--- src/rtl/brom_pkg.sv ---
// ---------------------------------------------------------------------------
// brom_pkg
// Shared definitions for the BROM arbiter slice: default geometry, the
// arbiter FSM state type and a helper that sizes requester index fields.
// No ports (package).
// ---------------------------------------------------------------------------
package brom_pkg;

    localparam int unsigned DEF_DATA_WIDTH = 32;
    localparam int unsigned DEF_BROM_DEPTH = 256;

    typedef enum logic {
        ARB_IDLE   = 1'b0,
        ARB_ACCESS = 1'b1
    } arb_state_t;

    // Width of a field able to hold a requester index 0..n-1 (at least 1 bit).
    function automatic int unsigned idx_width(input int unsigned n);
        return (n > 1) ? $clog2(n) : 1;
    endfunction

endpackage

--- src/rtl/brom_arbiter_rr_pick.sv ---
// ---------------------------------------------------------------------------
// rr_pick
// Combinational round-robin selector. Starting at i_ptr and wrapping modulo
// NUM_REQ, picks the first requester whose valid bit is set.
//
// Ports:
//   i_valid  [NUM_REQ]  request valid vector
//   i_ptr    [IDX_W]    highest-priority requester index (must be < NUM_REQ)
//   o_grant  [NUM_REQ]  one-hot grant (all zero when nothing is valid)
//   o_idx    [IDX_W]    index of the granted requester (0 when none)
//   o_any    [1]        at least one requester is valid
// ---------------------------------------------------------------------------
module rr_pick
    import brom_pkg::*;
#(
    parameter int unsigned NUM_REQ = 2,
    parameter int unsigned IDX_W   = idx_width(NUM_REQ)
) (
    input  logic [NUM_REQ-1:0] i_valid,
    input  logic [IDX_W-1:0]   i_ptr,
    output logic [NUM_REQ-1:0] o_grant,
    output logic [IDX_W-1:0]   o_idx,
    output logic               o_any
);

    int unsigned      w_j;
    logic [IDX_W-1:0] w_sel;

    always_comb begin
        o_grant = '0;
        o_idx   = '0;
        o_any   = 1'b0;
        w_j     = 0;
        w_sel   = '0;
        for (int unsigned k = 0; k < NUM_REQ; k++) begin
            // Candidate index (i_ptr + k) mod NUM_REQ without a divider.
            w_j = 32'(i_ptr) + k;
            if (w_j >= NUM_REQ) begin
                w_j = w_j - NUM_REQ;
            end
            w_sel = IDX_W'(w_j);
            if (!o_any && i_valid[w_sel]) begin
                o_any          = 1'b1;
                o_grant[w_sel] = 1'b1;
                o_idx          = w_sel;
            end
        end
    end

endmodule

--- src/rtl/brom_arbiter.sv ---
// ---------------------------------------------------------------------------
// brom_arbiter
// Shares a single-port BROM between NUM_REQ requesters with round-robin
// arbitration. A request is accepted in IDLE (req_ready pulses for the
// granted requester), the BROM controls are registered for one ACCESS cycle,
// and the response (one-hot rsp_valid pulse, read data, range error) is
// registered at the end of that cycle.
//
// Ports:
//   ck          clock, rising edge
//   rst         asynchronous active-high reset
//   req_valid   [NUM_REQ]             per-requester request valid
//   req_we      [NUM_REQ]             per-requester write enable
//   req_addr    [NUM_REQ*DATA_WIDTH]  word addresses, requester i at [i*DW +: DW]
//   req_wdata   [NUM_REQ*DATA_WIDTH]  write data, same packing
//   req_ready   [NUM_REQ]             one-hot accept strobe (combinational)
//   rsp_valid   [NUM_REQ]             one-hot one-cycle response pulse
//   rsp_rdata   [DATA_WIDTH]          read data, held until the next response
//   rsp_err     [1]                   out-of-range flag, qualified by rsp_valid
//   brom_addr   [DATA_WIDTH]          BROM address (registered)
//   brom_din    [DATA_WIDTH]          BROM write data (registered)
//   brom_wen    [1]                   BROM write enable (registered)
//   brom_ce     [1]                   BROM chip enable (registered)
//   brom_dout   [DATA_WIDTH]          BROM combinational read data
// ---------------------------------------------------------------------------
module brom_arbiter
    import brom_pkg::*;
#(
    parameter int unsigned DATA_WIDTH = DEF_DATA_WIDTH,
    parameter int unsigned BROM_DEPTH = DEF_BROM_DEPTH,
    parameter int unsigned NUM_REQ    = 2
) (
    input  logic                          ck,
    input  logic                          rst,
    input  logic [NUM_REQ-1:0]            req_valid,
    input  logic [NUM_REQ-1:0]            req_we,
    input  logic [NUM_REQ*DATA_WIDTH-1:0] req_addr,
    input  logic [NUM_REQ*DATA_WIDTH-1:0] req_wdata,
    output logic [NUM_REQ-1:0]            req_ready,
    output logic [NUM_REQ-1:0]            rsp_valid,
    output logic [DATA_WIDTH-1:0]         rsp_rdata,
    output logic                          rsp_err,
    output logic [DATA_WIDTH-1:0]         brom_addr,
    output logic [DATA_WIDTH-1:0]         brom_din,
    output logic                          brom_wen,
    output logic                          brom_ce,
    input  logic [DATA_WIDTH-1:0]         brom_dout
);

    localparam int unsigned IDX_W = idx_width(NUM_REQ);

    // Compared one bit wider so a depth equal to 2**DATA_WIDTH still works.
    localparam logic [DATA_WIDTH:0] DEPTH_LIMIT = (DATA_WIDTH+1)'(BROM_DEPTH);

    // ------------------------------------------------------------------
    // State and registered outputs
    // ------------------------------------------------------------------
    arb_state_t              r_state;
    logic [IDX_W-1:0]        r_rr_ptr;
    logic [IDX_W-1:0]        r_gnt_idx;
    logic                    r_we;
    logic                    r_range_err;
    logic [DATA_WIDTH-1:0]   r_brom_addr;
    logic [DATA_WIDTH-1:0]   r_brom_din;
    logic                    r_brom_wen;
    logic                    r_brom_ce;
    logic [NUM_REQ-1:0]      r_rsp_valid;
    logic [DATA_WIDTH-1:0]   r_rsp_rdata;
    logic                    r_rsp_err;

    // Next-state values
    arb_state_t              w_state_nxt;
    logic [IDX_W-1:0]        w_rr_ptr_nxt;
    logic [IDX_W-1:0]        w_gnt_idx_nxt;
    logic                    w_we_nxt;
    logic                    w_range_err_nxt;
    logic [DATA_WIDTH-1:0]   w_brom_addr_nxt;
    logic [DATA_WIDTH-1:0]   w_brom_din_nxt;
    logic                    w_brom_wen_nxt;
    logic                    w_brom_ce_nxt;
    logic [NUM_REQ-1:0]      w_rsp_valid_nxt;
    logic [DATA_WIDTH-1:0]   w_rsp_rdata_nxt;
    logic                    w_rsp_err_nxt;

    // Arbitration results
    logic [NUM_REQ-1:0]      w_grant;
    logic [IDX_W-1:0]        w_idx;
    logic                    w_any;
    logic [DATA_WIDTH-1:0]   w_sel_addr;
    logic [DATA_WIDTH-1:0]   w_sel_wdata;
    logic                    w_sel_we;
    logic                    w_sel_err;
    logic [NUM_REQ-1:0]      w_gnt_onehot;
    logic [IDX_W-1:0]        w_ptr_after;

    rr_pick #(
        .NUM_REQ (NUM_REQ),
        .IDX_W   (IDX_W)
    ) u_rr_pick (
        .i_valid (req_valid),
        .i_ptr   (r_rr_ptr),
        .o_grant (w_grant),
        .o_idx   (w_idx),
        .o_any   (w_any)
    );

    assign w_sel_addr   = req_addr [w_idx*DATA_WIDTH +: DATA_WIDTH];
    assign w_sel_wdata  = req_wdata[w_idx*DATA_WIDTH +: DATA_WIDTH];
    assign w_sel_we     = req_we[w_idx];
    assign w_sel_err    = ({1'b0, w_sel_addr} >= DEPTH_LIMIT);
    assign w_gnt_onehot = NUM_REQ'(1) << r_gnt_idx;
    assign w_ptr_after  = (32'(r_gnt_idx) == NUM_REQ - 1) ? '0 : r_gnt_idx + 1'b1;

    // ------------------------------------------------------------------
    // Next-state / output logic
    // ------------------------------------------------------------------
    always_comb begin
        w_state_nxt     = r_state;
        w_rr_ptr_nxt    = r_rr_ptr;
        w_gnt_idx_nxt   = r_gnt_idx;
        w_we_nxt        = r_we;
        w_range_err_nxt = r_range_err;
        w_brom_addr_nxt = r_brom_addr;
        w_brom_din_nxt  = r_brom_din;
        w_brom_wen_nxt  = r_brom_wen;
        w_brom_ce_nxt   = r_brom_ce;
        w_rsp_valid_nxt = '0;
        w_rsp_rdata_nxt = r_rsp_rdata;
        w_rsp_err_nxt   = 1'b0;
        req_ready       = '0;

        case (r_state)
            ARB_IDLE: begin
                w_brom_ce_nxt  = 1'b0;
                w_brom_wen_nxt = 1'b0;
                if (w_any) begin
                    req_ready       = w_grant;
                    w_brom_addr_nxt = w_sel_addr;
                    w_brom_din_nxt  = w_sel_wdata;
                    w_we_nxt        = w_sel_we;
                    w_range_err_nxt = w_sel_err;
                    // Out-of-range accesses never reach the BROM.
                    w_brom_ce_nxt   = ~w_sel_err;
                    w_brom_wen_nxt  = w_sel_we & ~w_sel_err;
                    w_gnt_idx_nxt   = w_idx;
                    w_state_nxt     = ARB_ACCESS;
                end
            end
            ARB_ACCESS: begin
                w_rsp_valid_nxt = w_gnt_onehot;
                w_rsp_rdata_nxt = (r_we || r_range_err) ? '0 : brom_dout;
                w_rsp_err_nxt   = r_range_err;
                w_brom_ce_nxt   = 1'b0;
                w_brom_wen_nxt  = 1'b0;
                w_rr_ptr_nxt    = w_ptr_after;
                w_state_nxt     = ARB_IDLE;
            end
        endcase
    end

    // ------------------------------------------------------------------
    // State register
    // ------------------------------------------------------------------
    always_ff @(posedge ck or posedge rst) begin
        if (rst) begin
            r_state     <= ARB_IDLE;
            r_rr_ptr    <= '0;
            r_gnt_idx   <= '0;
            r_we        <= 1'b0;
            r_range_err <= 1'b0;
            r_brom_addr <= '0;
            r_brom_din  <= '0;
            r_brom_wen  <= 1'b0;
            r_brom_ce   <= 1'b0;
            r_rsp_valid <= '0;
            r_rsp_rdata <= '0;
            r_rsp_err   <= 1'b0;
        end else begin
            r_state     <= w_state_nxt;
            r_rr_ptr    <= w_rr_ptr_nxt;
            r_gnt_idx   <= w_gnt_idx_nxt;
            r_we        <= w_we_nxt;
            r_range_err <= w_range_err_nxt;
            r_brom_addr <= w_brom_addr_nxt;
            r_brom_din  <= w_brom_din_nxt;
            r_brom_wen  <= w_brom_wen_nxt;
            r_brom_ce   <= w_brom_ce_nxt;
            r_rsp_valid <= w_rsp_valid_nxt;
            r_rsp_rdata <= w_rsp_rdata_nxt;
            r_rsp_err   <= w_rsp_err_nxt;
        end
    end

    assign rsp_valid = r_rsp_valid;
    assign rsp_rdata = r_rsp_rdata;
    assign rsp_err   = r_rsp_err;
    assign brom_addr = r_brom_addr;
    assign brom_din  = r_brom_din;
    assign brom_wen  = r_brom_wen;
    assign brom_ce   = r_brom_ce;

endmodule

--- config.mk ---
export PLATFORM = sky130hd
export DESIGN_NAME = brom_arbiter
export DESIGN_NICKNAME = d
export VERILOG_FILES = /design/src/rtl/brom_pkg.sv /design/src/rtl/brom_arbiter_rr_pick.sv /design/src/rtl/brom_arbiter.sv
export SDC_FILE = /design/constraint.sdc
export NUM_CORES = 1
export LEC_CHECK = 0
export ABC_AREA = 1
export ABC_CLOCK_PERIOD_IN_PS = 8650
export CORE_ASPECT_RATIO = 0.8
export CORE_MARGIN = 2
export CORE_UTILIZATION = 34
export DETAILED_ROUTE_END_ITERATION = 16
export PLACE_DENSITY_LB_ADDON = 0.08
export SLEW_MARGIN = 25
export SYNTH_ARGS = -nofsm -noshare
export SYNTH_HDL_FRONTEND = slang
export SYNTH_SLANG_ARGS = --single-unit
--- constraint.sdc ---
create_clock -name ck -period 8.65 [get_ports ck]
set_clock_uncertainty 0.05 [all_clocks]
set_input_delay 1.73 -clock ck [delete_from_list [all_inputs] [get_ports ck]]
set_output_delay 1.73 -clock ck [all_outputs]
set_load 0.1 [all_outputs]
==> reports/results.txt, run 1 <==
routed len/inst - 15.32 µm
Via density - 4.735
slew margin rel. - 0.3144
number of synthesized flops with an enable pin - 0
RSZ-0062 raised after global routing - false
largest net degree at the start of global routing - 77
Async S/R FF share, synth - 1.000
DR iter-0 viols - 295
reg2reg path depth - 9
Critical Path Stages - 4
CP dominant cell by count - clkdlybuf4s50_1
max-slew violations - 0
initial antenna violation count - 0
final worst slack - 2.563 ns
yosys warns - 0
row count - 38
Clock Tree Root - clkbuf_16
r2r endpoint - brom_din[2]
TritonCTS clock tree - yes
CTS H-Tree Depth - 3
crit start category - input pin
Worst Setup Path Type - input pin to primary output
most common cell in the synthesized netlist - nand2_1
dpl hpwl - 10820 µm
postcts setup bufs - 0
minimum clock period - 6.087 ns
Die Area - 14810 µm²
largest cells by area after synthesis - dfrtp_1 (56%), nand2_1 (15%), nor2_1 (6.8%), o21ai_0 (6.5%), nand3_1 (5.3%)
flop-to-flop setup slack - 5.45 ns
Tcrit/Tclk final - 0.7037
CP cell instances - clkdlybuf4s50_1 -> nand2_4 -> nor2_1 -> clkdlybuf4s50_1
PnR Total Power - 2276 µW
# diodes - 0
Synth Register Bits - 106
Setup crit end kind - primary output
Port-buffer cells - 268
CP delay by family, top - buffers and inverters
Worst path max stage delay - 1.18 ns
Setup crit end - req_ready[1]
Yosys cell types - 20
HP Class - flop to flop
final setup fails - 0
CP Data Required Time - 6.87 ns
R2R Path Start - r_state
clock sink total - 106
max-cap violation count - 0
Sum Neg Setup Slack - 0 ns
first-pass GRT wire length - 24260 µm
pwr dens - 290.9 nW/µm²
deepest clock path buffer count - 2
Post-Syn Instances - 574
Worst-Margin Slew - 1.025 ns
sequential element share of the synthesized area - 0.5635
Final Hold Fails - 0
antenna-violating nets left - 0
post_cts resized - 0
Die Ht - 109.2 µm
Die W - 135.6 µm
dominant synthesized flop cell - dfrtp_1
initial cell density of the core - 0.3474
Post-Syn Area - 4707 µm²
I/O Pins - 269
leading area contributor after synthesis - dfrtp_1
Crit-path slowest cell - clkdlybuf4s50_1
via count - 4759
outcome - finished, final reports clean
top cell type's share of synthesized area - 0.5635
Avg Cell Area, Syn - 8.200 µm²
Buf/Inv on CP - 2
WP data arrival - 4.31 ns
Layout area overhead - 66.24%
Total Routed Length - 15400 µm
syn nets - 740
Core Footprint - 13550 µm²
Crit Path Max Fanout - 56
clk slew on worst S/H paths - 0.07 ns
f_max - 164.3 MHz
crit path launch - req_valid[1]
vias in the first global route - 4735
fraction of layout instances using a drive strength above 1 - 0.04000
Final nets - 986
DR pass1 iterations - 6
Hold-fix buffers, CTS - 0
Total GRT Usage - 0.2121
final global-route overflow total - 0
Worst-Skew Late Latency - 0.35 ns
Post-synth top cells - nand2_1 (182), dfrtp_1 (106), nor2_1 (85)
CTS Buf Count - 9
Routability Congestion - 0.8011
Place WS - 2.214 ns
WHS - 0.4021 ns
peak supply drop - 184.2 µV
DRC viols - 0
leak pwr - 0.003471 µW
[stage by stage]
stage,util,instances,area [µm²]
floorplan,-,574,4707
global placement,0.5510,988,7466
detailed placement,0.5517,988,7476
CTS,0.5748,1004,7789
global route,0.5775,1005,7825
finish,0.5775,1005,7825
[worst register-to-register path: cells and delay by family (launching register included)]
family	cells	cell delay, ns
buffers and inverters	6	2.02
AO/OA/AOI/OAI	3	0.70
flip-flops	1	0.36
[registers in the layout, indices dropped and copies added, names as in the netlist]
register	count
rsp_rdata	32
r_gnt_idx	1
brom_ce	1
rsp_valid	2
r_range_err	1
brom_din	32
brom_wen	1
r_rr_ptr	1
rsp_err	1
r_state	1
r_we	1
brom_addr	32
[final cells by class]
class                   count  area (µm²)
multi-input cells         423        1862
clock inverters             6       73.82
well taps                 180       225.2
flip-flops and latches    106        2653
inverters                   7       28.78
fillers                  1177        5725
clock buffers              10       239.0
repair buffers            273        2744
[routing by layer]
metal,GRT usage,vias to the layer above,share of wire
met5,0,-,0
met4,0.05134,0,0.014
met3,0.07671,14,0.090
met2,0.3571,174,0.48
met1,0.2613,2204,0.41
li1,-,2367,-
[kinds of logic after synthesis]
logic type | after synthesis | synth area share
flops | 106 | 0.5635
buf+inv | 45 | 0.04465
compound gates | 100 | 0.1178
simple gates | 323 | 0.2741
[power breakdown]
group | switching [µW] | internal, µW | total [µW]
clock network | 192 | 236 | 427
registers | 54.5 | 592 | 647
logic | 914 | 288 | 1200
[worst min-delay path by stage]
stage               startpoint            to  cells past startpoint
floorplan            r_gnt_idx  rsp_valid[0]                      1
global placement     r_gnt_idx  rsp_valid[0]                      1
detailed placement   r_gnt_idx  rsp_valid[0]                      1
CTS                  r_gnt_idx  rsp_valid[0]                      1
global route         r_gnt_idx  rsp_valid[0]                      1
finish               r_gnt_idx  rsp_valid[0]                      1
[layout by cell type, fill, tap and decap left out]
cell               n
nand2_4            2
a31oi_1           32
nand3_1           50
clkinv_4           4
inv_2              3
clkbuf_16          9
nor2_1            84
inv_1              2
nor2_4             1
dfrtp_1          106
clkbuf_8           1
o21ai_4            1
nand2_1          182
o21ai_0           61
a21oi_1            1
bufinv_16          1
clkinv_1           1
clkdlybuf4s50_1  268
inv_4              1
or2_2              1
o21ai_1            4
o211ai_1           1
inv_6              1
buf_6              1
nand2_2            3
buf_16             1
buf_4              3
(Power assumes the default switching activity.)
==> inputs of run 2 (changes only) <==
--- a/config.mk
+++ b/config.mk
@@ -6,7 +6,7 @@
 export NUM_CORES = 1
 export LEC_CHECK = 0
 export ABC_AREA = 1
-export ABC_CLOCK_PERIOD_IN_PS = 8650
+export ABC_CLOCK_PERIOD_IN_PS = 5800
 export CORE_ASPECT_RATIO = 0.8
 export CORE_MARGIN = 2
 export CORE_UTILIZATION = 34
==> constraint.sdc (replaced) <==
create_clock -name ck -period 5.8 [get_ports ck]
set_clock_uncertainty 0.05 [all_clocks]
set_input_delay 1.16 -clock ck [delete_from_list [all_inputs] [get_ports ck]]
set_output_delay 1.16 -clock ck [all_outputs]
set_load 0.1 [all_outputs]
==> run 2 against run 1 <==
  * Die area did not move
  * Hold slack improved by 0.014 ns
  * Sequential share of layout area rose by 0.11 points
  * Critical path depth rose by 1
  * Total power rose by 50%
==> reports/results.txt, run 2 (synthesis results as in run 1) <==
largest net degree at the start of global routing - 68 (-12%)
commonest non-fill, non-tap cells in the layout - clkdlybuf4s50_1 (266), nand2_1 (182), dfrtp_1 (106)
Worst-Margin Slew - 1.042 ns (+0.01643 ns)
pwr dens - 437.8 nW/µm² (+51%)
Tcrit/Tclk final - 0.6713
vias in the first global route - 4755 (+0.42%)
most common cell after layout, fill and taps aside - clkdlybuf4s50_1
CTS H-Tree Depth - 3 (unchanged)
Via density - 4.798 (+1.3%)
Worst path max stage delay - 0.66 ns (-0.52 ns)
Die Area - 14810 µm² (unchanged)
peak supply drop - 262.8 µV (+43%)
f_max - 256.8 MHz
clk slew on worst S/H paths - 0.07 ns (about the same)
fill cell count - 1201 (+2.0%)
DR iter-0 viols - 310 (+5.1%)
Crit Path Max Fanout - 13 (-77%)
Final nets - 986 (unchanged)
Total GRT Usage - 0.2117 (-0.0004028)
Port-buffer cells - 268 (unchanged)
initial antenna violation count - 0 (unchanged)
CP Data Required Time - 4.59 ns (-2.28 ns)
antenna-violating nets left - 0 (unchanged)
I/O Pins - 269 (unchanged)
HP Class - flop to flop
Die W - 135.6 µm (unchanged)
P_int - 1698 µW (+52%)
RSZ-0062 raised after global routing - false
crit start category - input pin
Hold-fix buffers, CTS - 0 (unchanged)
DRC viols - 0 (unchanged)
leak pwr - 0.003467 µW (-0.11%)
initial cell density of the core - 0.3474 (unchanged)
postcts setup bufs - 0 (unchanged)
Sum Neg Setup Slack - 0 ns (unchanged)
minimum clock period - 3.894 ns
share of power burned in registers - 0.284 (about the same)
Net Switching - 1717 µW (+48%)
Buf/Inv on CP - 2 (unchanged)
TritonCTS clock tree - yes
final global-route overflow total - 0 (unchanged)
row count - 38 (unchanged)
Worst-Skew Late Latency - 0.34 ns (about the same)
fraction of layout instances using a drive strength above 1 - 0.04242 (+0.002424)
CP cell instances - clkdlybuf4s50_1 -> nand2_2 -> nand2_1 -> nor2_1 -> buf_4
Routability Congestion - 0.8905 (+11%)
Total Routed Length - 15520 µm (+0.75%)
Setup crit end kind - primary output
final setup fails - 0 (unchanged)
Clock Tree Root - clkbuf_16
Core Footprint - 13550 µm² (unchanged)
max-cap violation count - 0 (unchanged)
Die Ht - 109.2 µm (unchanged)
post_cts resized - 0 (unchanged)
final core occ - 0.5755 (-0.001939)
CP delay by family, top - buffers and inverters
Crit-path slowest cell - clkdlybuf4s50_1
DR pass1 iterations - 4 (-2)
first-pass GRT wire length - 24160 µm (-0.43%)
outcome - finished, final reports clean
max-slew violations - 0 (unchanged)
via count - 4822 (+1.3%)
# diodes - 0 (unchanged)
deepest clock path buffer count - 2 (unchanged)
Layout area overhead - 65.68%
WP data arrival - 2.68 ns (-1.63 ns)
switching fraction of total power - 0.5027 (-0.007091)
Final Hold Fails - 0 (unchanged)
dpl hpwl - 11210 µm (+3.6%)
logic gate share of total power - 0.524 (-0.004)
clock sink total - 106 (unchanged)
Worst Setup Path Type - input pin to primary output
CTS Buf Count - 9 (unchanged)
routed len/inst - 15.44 µm (+0.75%)
clock share of power - 0.192 (+0.004)
slew margin rel. - 0.3034 (-0.01099)
==> run 2: final timing paths <==
path,depth (start not counted),endpoint,from,slack [ns]
max reg2reg,7,brom_addr[14],r_state,2.97
min reg2reg,1,rsp_valid[0],r_gnt_idx,0.42
min in group asynchronous,2,rsp_rdata[15],rst,1.29
min,1,rsp_valid[0],r_gnt_idx,0.42
max in group asynchronous,3,rsp_rdata[2],rst,3.35
max,5,req_ready[0],req_valid[1],1.91
==> run 2: power by group through the flow <==
stage	combinational, µW	clock [µW]	sequential (µW)
detailed placement	1800	0	980
floorplan	289	0	1980
global placement	1790	0	974
finish	1790	656	969
CTS	1800	677	968
global route	1870	706	988
==> run 2: cell type report <==
type / count / area [µm²] / share of cell area
Inverter: 7 / 28.78 / 0.003690
Clock buffer: 11 / 242.7 / 0.03112
Multi-Input combinational cell: 423 / 1857 / 0.2381
Timing Repair Buffer: 273 / 2715 / 0.3481
Tap cell: 180 / 225.2 / 0.02888
Sequential cell: 106 / 2653 / 0.3401
Clock inverter: 5 / 77.57 / 0.009947
==> run 2: per-layer routing <==
layer | track usage | routed length [µm] | part of all wire | vias up
met2 | 0.3420 | 7266 | 0.47 | 215
met4 | 0.08408 | 401 | 0.026 | 0
met5 | 0 | 0 | 0 | -
met1 | 0.2619 | 6316 | 0.41 | 2209
met3 | 0.07299 | 1531 | 0.099 | 27
li1 | - | - | - | 2371
==> run 2: stage by stage <==
step	instance area (µm²)	hold slack, ns	std cells	setup WS (ns)	power, µW
floorplan	4707	0.3763	574	1.536	2273
global placement	7468	0.3985	989	1.843	2769
detailed placement	7478	0.4033	989	1.875	2778
CTS	7799	0.4115	1005	1.910	3446
global route	7799	0.4485	1005	1.788	3563
finish	7799	0.4163	1005	1.906	3414
==> inputs of run 3 (changes only) <==
--- a/config.mk
+++ b/config.mk
@@ -6,7 +6,7 @@
 export NUM_CORES = 1
 export LEC_CHECK = 0
 export ABC_AREA = 1
-export ABC_CLOCK_PERIOD_IN_PS = 5800
+export ABC_CLOCK_PERIOD_IN_PS = 3900
 export CORE_ASPECT_RATIO = 0.8
 export CORE_MARGIN = 2
 export CORE_UTILIZATION = 34
==> constraint.sdc (replaced) <==
create_clock -name ck -period 3.9 [get_ports ck]
set_clock_uncertainty 0.05 [all_clocks]
set_input_delay 0.78 -clock ck [delete_from_list [all_inputs] [get_ports ck]]
set_output_delay 0.78 -clock ck [all_outputs]
set_load 0.1 [all_outputs]
==> run 3 against run 2 <==
  * Utilization rose by 0.20 points
  * Critical path depth fell by 1
  * Sequential cell count did not move
  * Total power rose by 47%
  * Non-clock buffer count rose by 2
  * Sequential power rose by 49%
  * Hold slack got worse by 0.0041 ns
  * Clock power rose by 35%
  * Combinational power rose by 49%
==> reports/results.txt, run 3 (synthesis results as in run 1) <==
minimum clock period - 3.289 ns
TritonCTS clock tree - yes
final global-route overflow total - 0 (unchanged)
dpl hpwl - 11420 µm (+1.9%)
non-filler cells, final - 1007 (+0.20%)
Port-buffer cells - 268 (unchanged)
Total Routed Length - 15810 µm (+1.9%)
Worst path max stage delay - 0.77 ns (+0.11 ns)
Die Area - 14810 µm² (unchanged)
Total GRT Usage - 0.2130 (+0.001281)
via count - 4825 (+0.062%)
Crit Path Max Fanout - 25 (+12)
final worst slack - 0.6106 ns (-1.296 ns)
leak pwr - 0.003464 µW (about the same)
f_max - 304.0 MHz
Worst-Skew Late Latency - 0.35 ns (about the same)
final setup fails - 0 (unchanged)
max-cap violation count - 0 (unchanged)
reg2reg path depth - 10 (+3)
antenna-violating nets left - 0 (unchanged)
Crit-path slowest cell - clkdlybuf4s50_1
dpl cells - 991 (+0.20%)
outcome - finished, final reports clean
commonest non-fill, non-tap cells in the layout - clkdlybuf4s50_1 (266), nand2_1 (182), dfrtp_1 (106)
HP Class - flop to flop
peak supply drop - 392.6 µV (+49%)
Via density - 4.791 (-0.14%)
first-pass GRT wire length - 24390 µm (+0.97%)
met3 Resource Use GR - 0.07485 (+0.001860)
Final nets - 988 (+0.20%)
most common cell after layout, fill and taps aside - clkdlybuf4s50_1
vias in the first global route - 4927 (+3.6%)
Hold-fix buffers, CTS - 0 (unchanged)
routed len/inst - 15.70 µm (+1.7%)
Clock Tree Root - clkbuf_16
Hold Path Stages - 1 (unchanged)
met1 Use GR - 0.2544 (-0.007563)
Post-DP Area - 7538 µm² (+0.80%)
worst hold path startpoint - r_gnt_idx
Finished Cell Area - 7826 µm² (+0.35%)
Core Footprint - 13550 µm² (unchanged)
pwr dens - 639.4 nW/µm² (+46%)
CP Data Required Time - 3.07 ns (-1.52 ns)
crit start category - input pin
DRC viols - 0 (unchanged)
CTS H-Tree Depth - 3 (unchanged)
Routability Congestion - 0.9134 (+2.6%)
slew margin rel. - 0.3178 (+0.01434)
I/O Pins - 269 (unchanged)
initial antenna violation count - 0 (unchanged)
max-slew violations - 0 (unchanged)
Final Hold Fails - 0 (unchanged)
CP cell instances - clkdlybuf4s50_1 -> nand2_2 -> nor2_1 -> buf_12
row count - 38 (unchanged)
postcts setup bufs - 0 (unchanged)
Worst-Margin Slew - 1.020 ns (-0.02145 ns)
post_cts resized - 0 (unchanged)
# diodes - 0 (unchanged)
Worst Setup Path Type - input pin to primary output
hold endpoint - rsp_valid[0]
CTS Buf Count - 9 (unchanged)
Sum Neg Setup Slack - 0 ns (unchanged)
PnR Total Power - 5004 µW (+47%)
Die Ht - 109.2 µm (unchanged)
R2R Path Start - r_rr_ptr
fraction of layout instances using a drive strength above 1 - 0.04474 (+0.002316)
RSZ-0062 raised after global routing - false
clock sink total - 106 (unchanged)
GR Util met2 - 0.3636 (+0.02165)
Place WS - 0.4665 ns (-1.409 ns)
Die W - 135.6 µm (unchanged)
deepest clock path buffer count - 2 (unchanged)
DR iter-0 viols - 289 (-6.8%)
Setup crit end kind - primary output
largest net degree at the start of global routing - 100 (+47%)
Top Usage Layer GRT - met2
initial cell density of the core - 0.3474 (unchanged)
Tcrit/Tclk final - 0.8434
WP data arrival - 2.46 ns (-0.22 ns)
DR pass1 iterations - 4 (unchanged)
flop-to-flop setup slack - 1.67 ns (-1.30 ns)
Layout area overhead - 66.27%
crit path launch - req_valid[1]
clk slew on worst S/H paths - 0.07 ns (about the same)
r2r endpoint - r_range_err
-- run 3: worst max-delay path, delay by kind of cell --
kind                   cells  cell delay (ns)
buffers and inverters      2             0.98
and+or+nand+nor            2             0.68
-- run 3: worst max-delay path by stage --
stage | end | slack, ns
3_5_place_dp | r_range_err | 0.47
6_report | req_ready[1] | 0.61
3_3_place_gp | r_range_err | 0.57
5_1_grt | req_ready[1] | 0.47
2_1_floorplan | brom_addr[0] | 0.28
4_1_cts | req_ready[1] | 0.56
-- run 3: final cells by class --
type / instances / area (µm²)
clock buffer: 10 / 239.0
clock inverter: 6 / 48.80
fill: 1201 / 5724
inverter: 7 / 28.78
multi-input combinational: 423 / 1852
sequential: 106 / 2653
tap: 180 / 225.2
timing repair buffer: 275 / 2780
-- run 3: layer usage --
metal	vias to the layer above	share of wire
met5	-	0
met4	0	0.017
met2	183	0.48
met1	2244	0.42
li1	2380	-
met3	18	0.082
-- run 3: report_power, final --
group / internal, µW / total, µW / switching, µW
clock network: 457 / 887 / 430
logic: 645 / 2670 / 2030
registers: 1310 / 1440 / 132
-- run 3: per-stage QoR --
| stage | hold WS [ns] | util |
|---|---|---|
| final | 0.4123 | 0.5776 |
| after global routing | 0.4355 | 0.5776 |
| after CTS | 0.4066 | 0.5776 |
| after detailed placement | 0.3939 | 0.5563 |
| after global placement | 0.3955 | 0.5560 |
| after floorplan | 0.3763 | - |
